<file path="config.mk">
export PLATFORM = sky130hd
export DESIGN_NAME = muldiv_unit
export DESIGN_NICKNAME = d
export VERILOG_FILES = /design/src/rtl/muldiv_unit.sv
export SDC_FILE = /design/constraint.sdc
export NUM_CORES = 1
export LEC_CHECK = 0
export BUFFER_PORTS_ARGS = -buffer_cell sky130_fd_sc_hd__buf_2
export CAP_MARGIN = 20
export CORE_ASPECT_RATIO = 1.2
export CORE_MARGIN = 2
export CORE_UTILIZATION = 53
export DETAILED_ROUTE_END_ITERATION = 10
export GPL_TIMING_DRIVEN = 0
export PLACE_DENSITY = 0.76
export SLEW_MARGIN = 20
export SYNTH_ARGS = -nofsm -noshare
export SYNTH_HDL_FRONTEND = slang
export SYNTH_SLANG_ARGS = --single-unit
</file>
<file path="constraint.sdc">
create_clock -name clk -period 9.7 [get_ports clk]
set_input_delay 0.485 -clock clk [delete_from_list [all_inputs] [get_ports clk]]
set_output_delay 0.485 -clock clk [all_outputs]
set_load 0.03 [all_outputs]
</file>
<file path="src/rtl/muldiv_unit.sv">
// Iterative RV32M multiply/divide unit: 32-step shift-add multiply and restoring divide.
// Divide-by-zero and signed overflow finish in one cycle without iterating.
module muldiv_unit #(
    parameter int unsigned XLEN = 32
) (
    input  logic            clk,
    input  logic            rst,
    input  logic            start,
    input  logic [2:0]      funct3,
    input  logic [XLEN-1:0] src_a,
    input  logic [XLEN-1:0] src_b,
    input  logic            flush,
    output logic            busy,
    output logic            stall,
    output logic            done,
    output logic [XLEN-1:0] result
);

    localparam logic [XLEN-1:0] SignMin = {1'b1, {(XLEN-1){1'b0}}};

    typedef enum logic [1:0] {StIdle, StCalc, StDone} state_e;

    state_e            state_q, state_d;
    logic [4:0]        cnt_q, cnt_d;
    logic [2:0]        op_q, op_d;
    logic              neg_q, neg_d;
    logic [XLEN-1:0]   opnd_q, opnd_d;
    logic [2*XLEN-1:0] acc_q, acc_d;
    logic [XLEN-1:0]   res_q, res_d;

    logic              a_sgn, b_sgn, is_div, div_zero, div_ovf;
    logic [XLEN-1:0]   a_mag, b_mag;
    logic [XLEN:0]     mul_sum, div_trial;
    logic [2*XLEN-1:0] mul_next, div_next, prod_n;
    logic [XLEN-1:0]   quot_n, rem_n, fin;

    // Operand signedness by op: a is signed for mul/mulh/mulhsu/div/rem, b for mul/mulh/div/rem.
    always_comb begin
        is_div   = funct3[2];
        a_sgn    = src_a[XLEN-1] & (funct3 inside {3'b000, 3'b001, 3'b010, 3'b100, 3'b110});
        b_sgn    = src_b[XLEN-1] & (funct3 inside {3'b000, 3'b001, 3'b100, 3'b110});
        a_mag    = a_sgn ? (~src_a + 1'b1) : src_a;
        b_mag    = b_sgn ? (~src_b + 1'b1) : src_b;
        div_zero = is_div && (src_b == '0);
        div_ovf  = is_div && !funct3[0] && (src_a == SignMin) && (src_b == '1);
    end

    // Multiply step keeps the multiplier in the low half and shifts the partial sum in from above.
    always_comb begin
        mul_sum   = {1'b0, acc_q[2*XLEN-1:XLEN]} + (acc_q[0] ? {1'b0, opnd_q} : '0);
        mul_next  = {mul_sum, acc_q[XLEN-1:1]};
        div_trial = acc_q[2*XLEN-1:XLEN-1] - {1'b0, opnd_q};
        div_next  = div_trial[XLEN] ? {acc_q[2*XLEN-2:0], 1'b0}
                                    : {div_trial[XLEN-1:0], acc_q[XLEN-2:0], 1'b1};
    end

    always_comb begin
        prod_n = neg_q ? (~acc_q + 1'b1) : acc_q;
        quot_n = neg_q ? (~acc_q[XLEN-1:0] + 1'b1) : acc_q[XLEN-1:0];
        rem_n  = neg_q ? (~acc_q[2*XLEN-1:XLEN] + 1'b1) : acc_q[2*XLEN-1:XLEN];
        if (op_q[2]) begin
            fin = op_q[1] ? rem_n : quot_n;
        end else begin
            fin = (op_q[1:0] == 2'b00) ? prod_n[XLEN-1:0] : prod_n[2*XLEN-1:XLEN];
        end
    end

    always_comb begin
        state_d = state_q;
        cnt_d   = cnt_q;
        op_d    = op_q;
        neg_d   = neg_q;
        opnd_d  = opnd_q;
        acc_d   = acc_q;
        res_d   = res_q;
        unique case (state_q)
            StIdle: begin
                if (start && !flush) begin
                    op_d  = funct3;
                    neg_d = (funct3[2] & funct3[1]) ? a_sgn : (a_sgn ^ b_sgn);
                    cnt_d = '0;
                    // Corner cases preload {remainder, quotient} with no sign fix-up.
                    if (div_zero) begin
                        acc_d   = {src_a, {XLEN{1'b1}}};
                        neg_d   = 1'b0;
                        state_d = StDone;
                    end else if (div_ovf) begin
                        acc_d   = {{XLEN{1'b0}}, SignMin};
                        neg_d   = 1'b0;
                        state_d = StDone;
                    end else begin
                        opnd_d  = is_div ? b_mag : a_mag;
                        acc_d   = {{XLEN{1'b0}}, (is_div ? a_mag : b_mag)};
                        state_d = StCalc;
                    end
                end
            end
            StCalc: begin
                if (flush) begin
                    state_d = StIdle;
                end else begin
                    acc_d = op_q[2] ? div_next : mul_next;
                    cnt_d = cnt_q + 5'd1;
                    if (cnt_q == 5'd31) begin
                        state_d = StDone;
                    end
                end
            end
            StDone: begin
                state_d = StIdle;
                if (!flush) begin
                    res_d = fin;
                end
            end
            default: state_d = StIdle;
        endcase
    end

    always_ff @(posedge clk or posedge rst) begin
        if (rst) begin
            state_q <= StIdle;
            cnt_q   <= '0;
            op_q    <= '0;
            neg_q   <= 1'b0;
            opnd_q  <= '0;
            acc_q   <= '0;
            res_q   <= '0;
        end else begin
            state_q <= state_d;
            cnt_q   <= cnt_d;
            op_q    <= op_d;
            neg_q   <= neg_d;
            opnd_q  <= opnd_d;
            acc_q   <= acc_d;
            res_q   <= res_d;
        end
    end

    // The DONE-cycle result is forwarded so EX can capture it while done is high.
    always_comb begin
        busy   = (state_q != StIdle);
        stall  = (start && (state_q == StIdle) && !flush) || (state_q == StCalc);
        done   = (state_q == StDone) && !flush;
        result = done ? fin : res_q;
    end

endmodule

</file>
==> metrics.cfg <==
[job]
maxCapViolations=0

[clocking]
clock_latency_ps=450
clk_pin_slew_ps=80
post_cts_resized=0
clockRootBuffer=clkbuf_16
post_cts_buffers=0
cts_buffers=17
cts_tree=built
cts_buffer_depth=2
htreeDepth=4
hold_buffers=0
clock_sinks=139

[power_and_ir_drop]
p_leak_nw=7.06
p_per_area_nw_per_um2=292
vdd_drop_max_v=0.000141

[worst_setup_path]
r2r_cells=12
critical_path.top_delay_family=buffers and inverters
critPathRequiredTime_ps=9220
worst_setup_path_end_kind=output port
startpoint_type=register
worstPathMaxFanout=10
path_cells=inv_1 -> clkbuf_1 -> ha_1 -> nand4b_1 -> nand4b_1 -> or2_2 -> clkbuf_1 -> o31ai_1 -> mux2i_1 -> o21ai_0 -> a21oi_1 -> o21ai_0 -> buf_2
criticalPathCategory=register to output port
cp_num_buf_inv=4
crit_arrival_ps=4870
cp_num_cells=13
slowest_stage=dfrtp_1
max_stage_delay_ps=560

[layout]
area_delta_synth_final_pct=11.0
nets=2342
drive_gt1_share_pct=8.50
nFillCells=2682
fin_cells=2591
mostFrequentLayoutCell=nand2_1
final_cell_mix=261 x nand2_1, 215 x a21oi_1, 205 x nor2_1

[floorplan]
floorplan.die.width_um=158
initial_core_util_pct=54.0
core_area_um2=27900
row_count=67
die_area_um2=29800
num_io_pins=106
fp.dieH_um=189

[timing]
setup_viol=0
hold_violations=0
worst_pin_slew_ps=1200
rsz0062_at_grt=no
period_minus_slack_ps=5360
drv_slew=0
setup_tns_ps=0
min_period_over_period_pct=55.2
finalClockSkew_ps=10.9
slew_headroom_pct=19.8
fmax_mhz=187

[yosys]
synthDistinctLibCells=81
synth_edf_count=0
syn_avg_cell_area_um2=7.27
syn_area_um2=15100
ys_warn_count=0
yosysSeqAreaShare_pct=23.1
synth.largest_area_cell=dfrtp_1
synthArstFlopShare_pct=100
syn_inst=2073
ys.flop_type=dfrtp_1
synth-seq-cells=139
syn-num-nets=2217
synthTopCellsByArea=dfrtp_1 23%, a21oi_1 7.1%, nand2_1 6.5%, xnor2_1 6.1%, ha_1 5.9%
synth_top_area_share_pct=23.1

[place]
place_inst=2558
io_buffers=105
routabilityCongestion=1.05
dp_hpwl_um=53300

[run_status]
outcome=complete, no violations

[global_route]
grt_use_total_pct=44.3
grt_pass1_vias=16000
overflow=0
antenna_found_initial=2
grt_max_degree=89
grt_pass1_wl_um=98100

[routing]
finalWirelength_um=66700
wl_per_cell_um=25.7
ant_nets=0
drc=0
vias=17500
viasPerCell=6.74
drt_iter0_drc=2552
dr.pass1.iters=9

[min_path]
worstHoldPathType=primary input to async pin

kinds of logic (layout without fill, tap and decap cells):
| logic type | count (synthesis) | after routing | synth area share (%) |
|---|---|---|---|
| and+or+nand+nor | 697 | 697 | 21.3 |
| muxes | 64 | 64 | 4.45 |
| adders and majority gates | 73 | 73 | 6.16 |
| xor gates and xnor gates | 190 | 190 | 11.0 |
| other | 0 | 1 | 0 |
| buffers and inverters | 224 | 362 | 5.73 |
| AOI/OAI and AO/OA | 686 | 686 | 28.2 |
| DFF | 139 | 139 | 23.1 |
path summary, 6_finish.rpt:
| path | to | slack [ps] | from |
|---|---|---|---|
| min in group clk | state_q[1]$_DFFE_PP0P_ | 320 | flush |
| hold / removal | res_q[10]$_DFFE_PP0P_ | 20 | rst |
| setup / recovery | result[30] | 4340 | acc_q[0]$_DFFE_PP0P_ |
| hold reg to reg | res_q[20]$_DFFE_PP0P_ | 480 | res_q[20]$_DFFE_PP0P_ |
| setup reg to reg | acc_q[57]$_DFFE_PP0P_ | 4970 | acc_q[0]$_DFFE_PP0P_ |
| max in group asynchronous | opnd_q[20]$_DFFE_PP0P_ | 8860 | rst |
worst register-to-register path, stage by stage, from the launching register on:
cell	delay, ps
dfrtp_1	560
and2_1	250
ha_1	220
fa_1	480
a2111oi_0	480
o31ai_1	190
nand3_1	130
o2111ai_1	280
a2111oi_1	880
o21ai_1	410
a31oi_1	290
xnor2_1	110
a211o_1	320
final cells by class:
type                       instances  area (µm²)  area share (%)
antenna                            1        2.50          0.0150
buffer                           152         593            3.55
clock buffer                      17         425            2.54
clock inverter                    15         189            1.13
inverter                          72         278            1.66
multi-input combinational       1710       10700            64.2
sequential                       139        3480            20.8
tap                              379         474            2.84
timing repair buffer             106         553            3.31
metal layers:
layer	vias up	part of all wire, %	GRT usage, %
li1	7733	-	-
met3	259	12	10.6
met5	-	0.013	0
met4	2	6.5	23.8
met2	1244	44	68.0
met1	8230	38	57.3
registers in the layout, summed over array words and instances, names as in the netlist:
register	count
acc_q	64
opnd_q	32
res_q	32
cnt_q	5
op_q	3
state_q	2
neg_q	1
synthesized netlist by cell type (11+ instances only):
| library cell | count |
|---|---|
| nand2_1 | 261 |
| a21oi_1 | 215 |
| nor2_1 | 205 |
| o21ai_0 | 175 |
| dfrtp_1 | 139 |
| clkbuf_1 | 127 |
| xnor2_1 | 105 |
| xor2_1 | 85 |
| ha_1 | 71 |
| inv_1 | 71 |
| mux2i_1 | 49 |
| o31ai_1 | 41 |
| nand3_1 | 39 |
| nor3_1 | 38 |
| o22ai_1 | 34 |
| nand4_1 | 31 |
| a211oi_1 | 27 |
| a21o_1 | 27 |
| or3_1 | 22 |
| a31oi_1 | 19 |
| nand2b_1 | 19 |
| o211ai_1 | 18 |
| o21a_1 | 17 |
| or4_1 | 17 |
| mux2_2 | 14 |
| buf_1 | 12 |
| buf_2 | 11 |
per-stage QoR:
| stage | instance area (µm²) | utilization [%] | hold slack, ps | setup WS, ps | power (mW) |
|---|---|---|---|---|---|
| floorplan | 15100 | - | 445 | 5490 | 3.06 |
| global placement | 16100 | 57.5 | 453 | 3900 | 3.98 |
| detailed placement | 16100 | 57.7 | 458 | 5000 | 4.01 |
| CTS | 16700 | 59.9 | 37.6 | 4500 | 4.72 |
| global route | 16700 | 59.9 | 62.0 | 4260 | 5.10 |
| finish | 16700 | 59.9 | 18.1 | 4340 | 4.88 |
where the power goes:
| part | internal, mW | switching [mW] |
|---|---|---|
| registers | 0.709 | 0.242 |
| clock network | 0.352 | 0.340 |
| logic | 1.15 | 2.08 |
No activity file was read; power rests on OpenSTA's default activity.
